### src/rtl/mdio_arbiter.sv
// Two-requester round-robin arbiter in front of a Clause-22 MDIO controller.
// Captures the winning frame, launches it, and reports read data / error on completion.
module mdio_arbiter #(
  parameter int unsigned WR_WAIT    = 128,
  parameter int unsigned RD_TIMEOUT = 255
) (
  input  logic        clk,
  input  logic        rst,
  input  logic        REQ_A,
  input  logic        REQ_B,
  input  logic [31:0] TX_A,
  input  logic [31:0] TX_B,
  output logic        GNT_A,
  output logic        GNT_B,
  output logic        DONE_A,
  output logic        DONE_B,
  output logic [15:0] RD_OUT,
  output logic        ERR,
  output logic        BUSY,
  output logic        MDIO_START,
  output logic [31:0] T_DATA,
  input  logic [15:0] RD_DATA,
  input  logic        DATA_RDY
);

  localparam logic [7:0] WR_LAST = 8'(WR_WAIT - 1);
  localparam logic [7:0] RD_LAST = 8'(RD_TIMEOUT - 1);

  typedef enum logic [2:0] {
    IDLE,
    START,
    WAIT_WR,
    WAIT_RD,
    DONE
  } state_t;

  state_t      state, state_d;
  logic [7:0]  cnt, cnt_d;
  logic [15:0] rd_out_d;
  logic        err_d;
  logic        served_b;
  logic        last_b;
  logic        frame_ok;
  logic        is_rd;

  assign frame_ok = (T_DATA[31:30] == 2'b01) &&
                    ((T_DATA[29:28] == 2'b01) || (T_DATA[29:28] == 2'b10));
  assign is_rd    = (T_DATA[29:28] == 2'b10);

  assign BUSY   = (state != IDLE);
  assign DONE_A = (state == DONE) && !served_b;
  assign DONE_B = (state == DONE) &&  served_b;

  always_comb begin
    state_d    = state;
    cnt_d      = cnt;
    rd_out_d   = RD_OUT;
    err_d      = ERR;
    GNT_A      = 1'b0;
    GNT_B      = 1'b0;
    MDIO_START = 1'b0;
    case (state)
      IDLE: begin
        // Grants are Mealy outputs; gate with reset so none appear while held in reset.
        if (rst && REQ_A && (!REQ_B || last_b)) begin
          GNT_A   = 1'b1;
          state_d = START;
        end else if (rst && REQ_B) begin
          GNT_B   = 1'b1;
          state_d = START;
        end
      end
      START: begin
        cnt_d = '0;
        if (!frame_ok) begin
          err_d   = 1'b1;
          state_d = DONE;
        end else begin
          MDIO_START = 1'b1;
          state_d    = is_rd ? WAIT_RD : WAIT_WR;
        end
      end
      WAIT_WR: begin
        cnt_d = cnt + 8'd1;
        if (cnt == WR_LAST) begin
          err_d   = 1'b0;
          state_d = DONE;
        end
      end
      WAIT_RD: begin
        cnt_d = cnt + 8'd1;
        if (DATA_RDY) begin
          rd_out_d = RD_DATA;
          err_d    = 1'b0;
          state_d  = DONE;
        end else if (cnt == RD_LAST) begin
          rd_out_d = '1;
          err_d    = 1'b1;
          state_d  = DONE;
        end
      end
      DONE:    state_d = IDLE;
      default: state_d = IDLE;
    endcase
  end

  always_ff @(posedge clk or negedge rst) begin
    if (!rst) begin
      state    <= IDLE;
      cnt      <= '0;
      RD_OUT   <= '0;
      ERR      <= 1'b0;
      T_DATA   <= '0;
      served_b <= 1'b0;
      last_b   <= 1'b1;
    end else begin
      state  <= state_d;
      cnt    <= cnt_d;
      RD_OUT <= rd_out_d;
      ERR    <= err_d;
      if (GNT_A) begin
        T_DATA   <= TX_A;
        served_b <= 1'b0;
      end else if (GNT_B) begin
        T_DATA   <= TX_B;
        served_b <= 1'b1;
      end
      if (state == DONE) last_b <= served_b;
    end
  end

endmodule

### config.mk
export PLATFORM = sky130hd
export DESIGN_NAME = mdio_arbiter
export DESIGN_NICKNAME = d
export VERILOG_FILES = /design/src/rtl/mdio_arbiter.sv
export SDC_FILE = /design/constraint.sdc
export NUM_CORES = 1
export LEC_CHECK = 0
export ABC_CLOCK_PERIOD_IN_PS = 3790
export BUFFER_PORTS_ARGS = -buffer_cell sky130_fd_sc_hd__buf_2
export CAP_MARGIN = 20
export CORE_UTILIZATION = 50
export CTS_CLUSTER_DIAMETER = 150
export DETAILED_ROUTE_END_ITERATION = 7
export GPL_ROUTABILITY_DRIVEN = 0
export PLACE_DENSITY = 0.95
export SETUP_SLACK_MARGIN = 0.1
export SYNTH_ARGS = -nofsm -noshare
export SYNTH_HDL_FRONTEND = slang
export SYNTH_SLANG_ARGS = --single-unit
### constraint.sdc
create_clock -name clk -period 3.79 [get_ports clk]
set_input_delay 0.758 -clock clk [delete_from_list [all_inputs] [get_ports clk]]
set_output_delay 0.758 -clock clk [all_outputs]
set_load 0.05 [all_outputs]
==> impl_metrics.json, run 1 <==
{
  "finalCritPeriodShare_pct": 68.9,
  "antenna_found_initial": 0,
  "wirelength_um": 7090,
  "crit_family": "simple AND/OR/NAND/NOR gates",
  "grt_pass1_wl_um": 10700,
  "clk_path_buf_depth": 2,
  "cpMaxStageDelayCell": "dfrtp_1",
  "dp_cells": 461,
  "ir_drop_uv": 584,
  "syn_nets": 352,
  "async_flop_share_pct": 100,
  "cts_hold_buf": 0,
  "drive_gt1_share_pct": 40.5,
  "grt_pass1_vias": 2324,
  "num_rows": 27,
  "fin_crit_ns": 2.61,
  "drtPass1Iterations": 4,
  "remaining_drc_errors": 0,
  "clkPwrFrac_pct": 15.4,
  "drt_iter0_drc": 210,
  "synth_cell_types": 36,
  "worstSetupEndpointType": "output port",
  "skew_ns": 0.00866,
  "vias_per_cell": 5.21,
  "grt_usage_pct": 22.9,
  "final-hold-violation-count": 0,
  "synth_edf_count": 0,
  "p_seq_share_pct": 30.7,
  "clk_pin_slew_ns": 0.07,
  "vias": 2495,
  "grt_max_degree": 65,
  "clk_latency_ns": 0.33,
  "die_area_um2": 6100,
  "rsz0062_at_grt": "false",
  "finalNonFillerCells": 479,
  "p_switching_uw": 1940,
  "pwr_density_cell_nw_per_um2": 991,
  "hpwl_um": 5090,
  "postSynthCellCount": 264,
  "yosys_warnings": 0,
  "p_leak_uw": 0.00204,
  "ios": 140,
  "critPathKind": "reg2out",
  "drt-wirelength-per-cell_um": 14.8,
  "cp.required_ns": 3.03,
  "cts_tree": "built",
  "grt.overflow.total": 0,
  "cp_cell_sequence": "nor4b_4, and3_1, buf_2",
  "antenna_cells": 0,
  "p_int_uw": 1810,
  "tns_ns": 0,
  "status": "complete, no violations",
  "cts.sink_count": 62,
  "ys_seq_elements": 62,
  "hold_slack_ns": 0.483,
  "io_buffers": 139,
  "die_w_um": 78.1,
  "swShare_pct": 51.7,
  "synth_area_per_cell_um2": 11.0,
  "post_cts_buffers": 0,
  "critPathMaxFanout": 10,
  "path_buf_inv": 1,
  "yosysSeqAreaShare_pct": 53.6,
  "max_stage_delay_ns": 0.52,
  "ctsHtreeMaxLevel": 3,
  "final_max_slew_viol_count": 0,
  "ant_nets": 0,
  "fmax_mhz": 383,
  "setup_viol_count_final": 0,
  "nets": 490,
  "hold_class": "reg2reg",
  "ys_dominant_reg_cell": "dfrtp_1",
  "worstMarginPinSlew_ns": 0.822,
  "power_frac_comb_pct": 53.8,
  "syn_to_final_growth_pct": 30.8,
  "numCtsBuffers": 9,
  "synth.cell_area_um2": 2900,
  "initial_core_util_pct": 52.3,
  "cts_root_buf": "clkbuf_8",
  "max-cap-violations": 0,
  "critPathLaunchType": "flop",
  "core_area_um2": 5540,
  "die_y_um": 78.1,
  "relSlewSlack_pct": 45.1,
  "arrival_ns": 1.85,
  "ctsResizeCount": 0
}
metal layers:
metal	global-route usage [%]	vias to the layer above	part of all wire [%]	routed length [um]
li1	-	1218	-	-
met1	27.7	1161	40	2840
met2	38.9	99	52	3700
met3	5.81	17	5.7	401
met4	9.63	0	2.1	150
met5	0	-	0	0
power by group through the flow:
stage | clock [uW] | sequential (uW) | combinational, uW
3_5_place_dp | 0 | 1160 | 2000
6_report | 578 | 1150 | 2020
4_1_cts | 587 | 1150 | 2010
2_1_floorplan | 0 | 2030 | 687
5_1_grt | 619 | 1190 | 2140
3_3_place_gp | 0 | 1140 | 1950
per-stage QoR:
step / area, um2 / setup WS, ns / utilization [%] / total power (uW)
6_report: 3790 / 1.18 / 68.4 / 3750
5_1_grt: 3790 / 1.05 / 68.4 / 3950
2_1_floorplan: 2900 / 1.34 / - / 2720
3_5_place_dp: 3560 / 1.21 / 64.3 / 3160
3_3_place_gp: 3560 / 1.36 / 64.3 / 3090
4_1_cts: 3760 / 1.17 / 67.9 / 3750
kinds of logic (layout without fill, tap and decap cells):
family,after synthesis,in the layout,share of synthesized area (%)
AND/OR/NAND/NOR,78,78,13.5
AO/OA/AOI/OAI,67,67,14.8
flip-flops,62,62,53.6
multiplexers,33,33,11.4
buffers and inverters,21,164,5.40
adder cells (fa/ha/maj),3,3,1.30
cell usage in the layout, fill, tap and decap left out, drive strengths merged:
cell type,netlist,routed
ha,3,3
dfrtp,61,61
a221oi,1,1
or2,1,1
o22ai,1,1
nor3b,3,3
nor3,1,1
nand4,2,2
nor4b,1,1
a311o,1,1
clkbuf,1,12
a31oi,1,1
or3,1,1
nor2b,3,3
clkinv,0,3
nand2b,2,2
o21ai,8,8
mux2i,33,33
a21oi,32,32
bufinv,0,1
a211oi,1,1
o21a,1,1
and4,2,2
inv,5,5
a21o,3,3
o22a,16,16
a41o,1,1
and3,4,4
buf,15,143
dfstp,1,1
o21ba,1,1
nand3,7,7
nor2,39,39
nand2,12,12
state kept, by name, summed over array words and instances (netlist names):
name	cells
RD_OUT	16
state	3
ERR	1
T_DATA	32
last_b	1
cnt	8
served_b	1
worst paths after layout:
path                                start    endpoint  slack (ns)  cells after the start
worst max-delay path             state[2]       GNT_B        1.18                      3
worst min-delay path            RD_OUT[3]   RD_OUT[3]        0.48                      1
worst max register to register   state[1]  RD_OUT[12]        1.41                      3
worst min register to register  RD_OUT[3]   RD_OUT[3]        0.48                      1
max in group asynchronous             rst      cnt[4]        2.69                      2
min in group asynchronous             rst   T_DATA[4]        0.61                      2
Yosys cell counts, drive strengths merged (3+ instances only):
cell	number	share of area, %
dfrtp	61	53
nor2	39	5.1
mux2i	33	11
a21oi	32	5.5
o22a	16	4.8
buf	15	4.6
nand2	12	1.6
o21ai	8	1.4
nand3	7	1.6
inv	5	0.65
and3	4	0.86
a21o	3	0.78
ha	3	1.3
nor2b	3	0.65
nor3b	3	0.78
area by class of cell:
class / instances / area [um2]
flip-flops and latches: 62 / 1550
repair buffers: 143 / 738
fillers: 440 / 1750
multi-input cells: 181 / 1190
clock buffers: 12 / 155
clock inverters: 4 / 45.0
inverters: 5 / 18.8
well taps: 72 / 90.1
(Power assumes the default switching activity.)
==> run 2: changes to the inputs <==
- ABC_CLOCK_PERIOD_IN_PS: 3790 -> 2600
- CORE_UTILIZATION: 50 -> 46
- PLACE_DENSITY: 0.95 -> 0.91
- clock period: 3.79 -> 2.6 ns (I/O delays scaled with it)
==> impl_metrics.json, run 2 (same netlist as run 1, synthesis figures left out) <==
{
  "syn_to_final_growth_pct": 29.9,
  "finalCritPeriodShare_pct": 88.4,
  "p_int_uw": 2560,
  "final_max_slew_viol_count": 0,
  "drive_gt1_share_pct": 39.8,
  "drt_iter0_drc": 121,
  "rsz0062_at_grt": "false",
  "remaining_drc_errors": 0,
  "num_rows": 28,
  "antenna_found_initial": 0,
  "vias": 2466,
  "grt_pass1_vias": 2175,
  "r2r.worst_path.cells": 4,
  "seq_area_um2": 1550,
  "worstSetupEndpointType": "output port",
  "worstMarginPinSlew_ns": 1.03,
  "clk_latency_ns": 0.32,
  "relSlewSlack_pct": 30.9,
  "pwr_density_cell_nw_per_um2": 1410,
  "largest_reg_flops": 32,
  "clk_path_buf_depth": 2,
  "met3_length_um": 483,
  "finalNonFillerCells": 482,
  "clkPwrFrac_pct": 13.7,
  "nFillCells": 489,
  "cts_root_buf": "clkbuf_8",
  "max-cap-violations": 0,
  "antenna_cells": 0,
  "grt_pass1_wl_um": 9700,
  "nets": 490,
  "critPathKind": "reg2out",
  "vias_per_cell": 5.12,
  "mostFrequentLayoutCells": "buf_2 (139), dfrtp_1 (61), nor2_1 (39), mux2i_1 (33), a21oi_1 (32)",
  "ios": 140,
  "hold_class": "in2async",
  "cp.required_ns": 2.08,
  "grt.overflow.total": 0,
  "initial_core_util_pct": 48.4,
  "final_common_cell": "buf_2",
  "largest_register": "T_DATA",
  "p_seq_share_pct": 31.5,
  "arrival_ns": 1.78,
  "die_w_um": 81.4,
  "grt_max_degree": 63,
  "cp-endpoint": "MDIO_START",
  "top_regs": "T_DATA (32), RD_OUT (16), cnt (8)",
  "ir_drop_uv": 897,
  "critPathLaunchType": "flop",
  "cts_tree": "built",
  "clk_pin_slew_ns": 0.06,
  "cts.sink_count": 62,
  "met1_length_um": 2780,
  "numCtsBuffers": 9,
  "die_area_um2": 6620,
  "critPathMaxFanout": 3,
  "ant_nets": 0,
  "skew_ns": 0.00657,
  "highest_layer": "met4",
  "fmax_mhz": 435,
  "die_y_um": 81.4,
  "drt-wirelength-per-cell_um": 13.5,
  "core_area_um2": 5990,
  "drtPass1Iterations": 4,
  "ctsResizeCount": 0,
  "post_cts_buffers": 0,
  "fin_crit_ns": 2.30,
  "setup_viol_count_final": 0,
  "tns_ns": 0,
  "wirelength_um": 6500,
  "final-hold-violation-count": 0,
  "multi_input_area_um2": 1190,
  "p_leak_uw": 0.00202,
  "hpwl_um": 4900,
  "crit_start": "T_DATA[28]",
  "io_buffers": 139,
  "power_frac_comb_pct": 54.8,
  "r2r-start": "cnt[3]",
  "status": "complete, no violations",
  "reg2reg_slack_ns": 0.52,
  "cts_hold_buf": 0,
  "ctsHtreeMaxLevel": 3,
  "grt_usage_pct": 19.6,
  "swShare_pct": 52.0,
  "route.met2.wl_um": 3200,
  "dp_cells": 466,
  "p_switching_uw": 2770,
  "r2r_end": "RD_OUT[13]"
}
-- run 2: changes by cell type in the layout (fill, tap and decap cells not counted) --
cell	delta
clkbuf_1	+3
clkinv_2	-2
bufinv_16	-1
-- run 2: critical path, cell delays in order, from the launching register on --
cell and delay, ns:
dfrtp_1 0.37, inv_1 0.06, ha_1 0.28, nor3b_1 0.29, nand2_1 0.09, inv_1 0.10
buf_2 0.27
-- run 2: layout make-up --
class / count / area share (%)
multi-input combinational: 181 / 31.6
sequential: 62 / 41.2
tap: 75 / 2.49
inverter: 5 / 0.499
clock inverter: 1 / 0.133
clock buffer: 15 / 4.42
timing repair buffer: 143 / 19.6
-- run 2: routing by layer --
metal  up-vias  GRT usage, %
li1       1218             -
met1      1143          24.0
met2       101          32.3
met3         4          5.73
met4         0          7.50
met5         -             0
-- run 2: power by group through the flow --
stage	Combinational, uW	Clock [uW]	Sequential [uW]
5_1_grt	3110	808	1730
3_5_place_dp	2940	0	1690
2_1_floorplan	1000	0	2960
3_3_place_gp	2870	0	1660
4_1_cts	2940	759	1670
6_report	2920	731	1670
-- run 2: worst min path at each step --
stage / start / endpoint / slack [ns] / cells past startpoint
floorplan: rst / ERR / 0.22 / 0
global placement: RD_OUT[7] / RD_OUT[7] / 0.46 / 1
detailed placement: RD_OUT[15] / RD_OUT[15] / 0.48 / 1
CTS: RD_DATA[14] / RD_OUT[14] / 0.41 / 2
global route: RD_DATA[5] / RD_OUT[5] / 0.41 / 2
finish: rst / RD_OUT[3] / 0.40 / 2
-- run 2: metrics by stage --
stage | cell area, um2 | power, uW | util [%] | hold WS, ns | worst slack, ns
floorplan | 2900 | 3960 | - | 0.224 | 0.449
global placement | 3590 | 4530 | 60.0 | 0.465 | 0.612
detailed placement | 3590 | 4620 | 60.0 | 0.476 | 0.579
CTS | 3760 | 5370 | 62.8 | 0.412 | 0.298
global route | 3760 | 5650 | 62.8 | 0.413 | 0.200
finish | 3760 | 5320 | 62.8 | 0.399 | 0.301
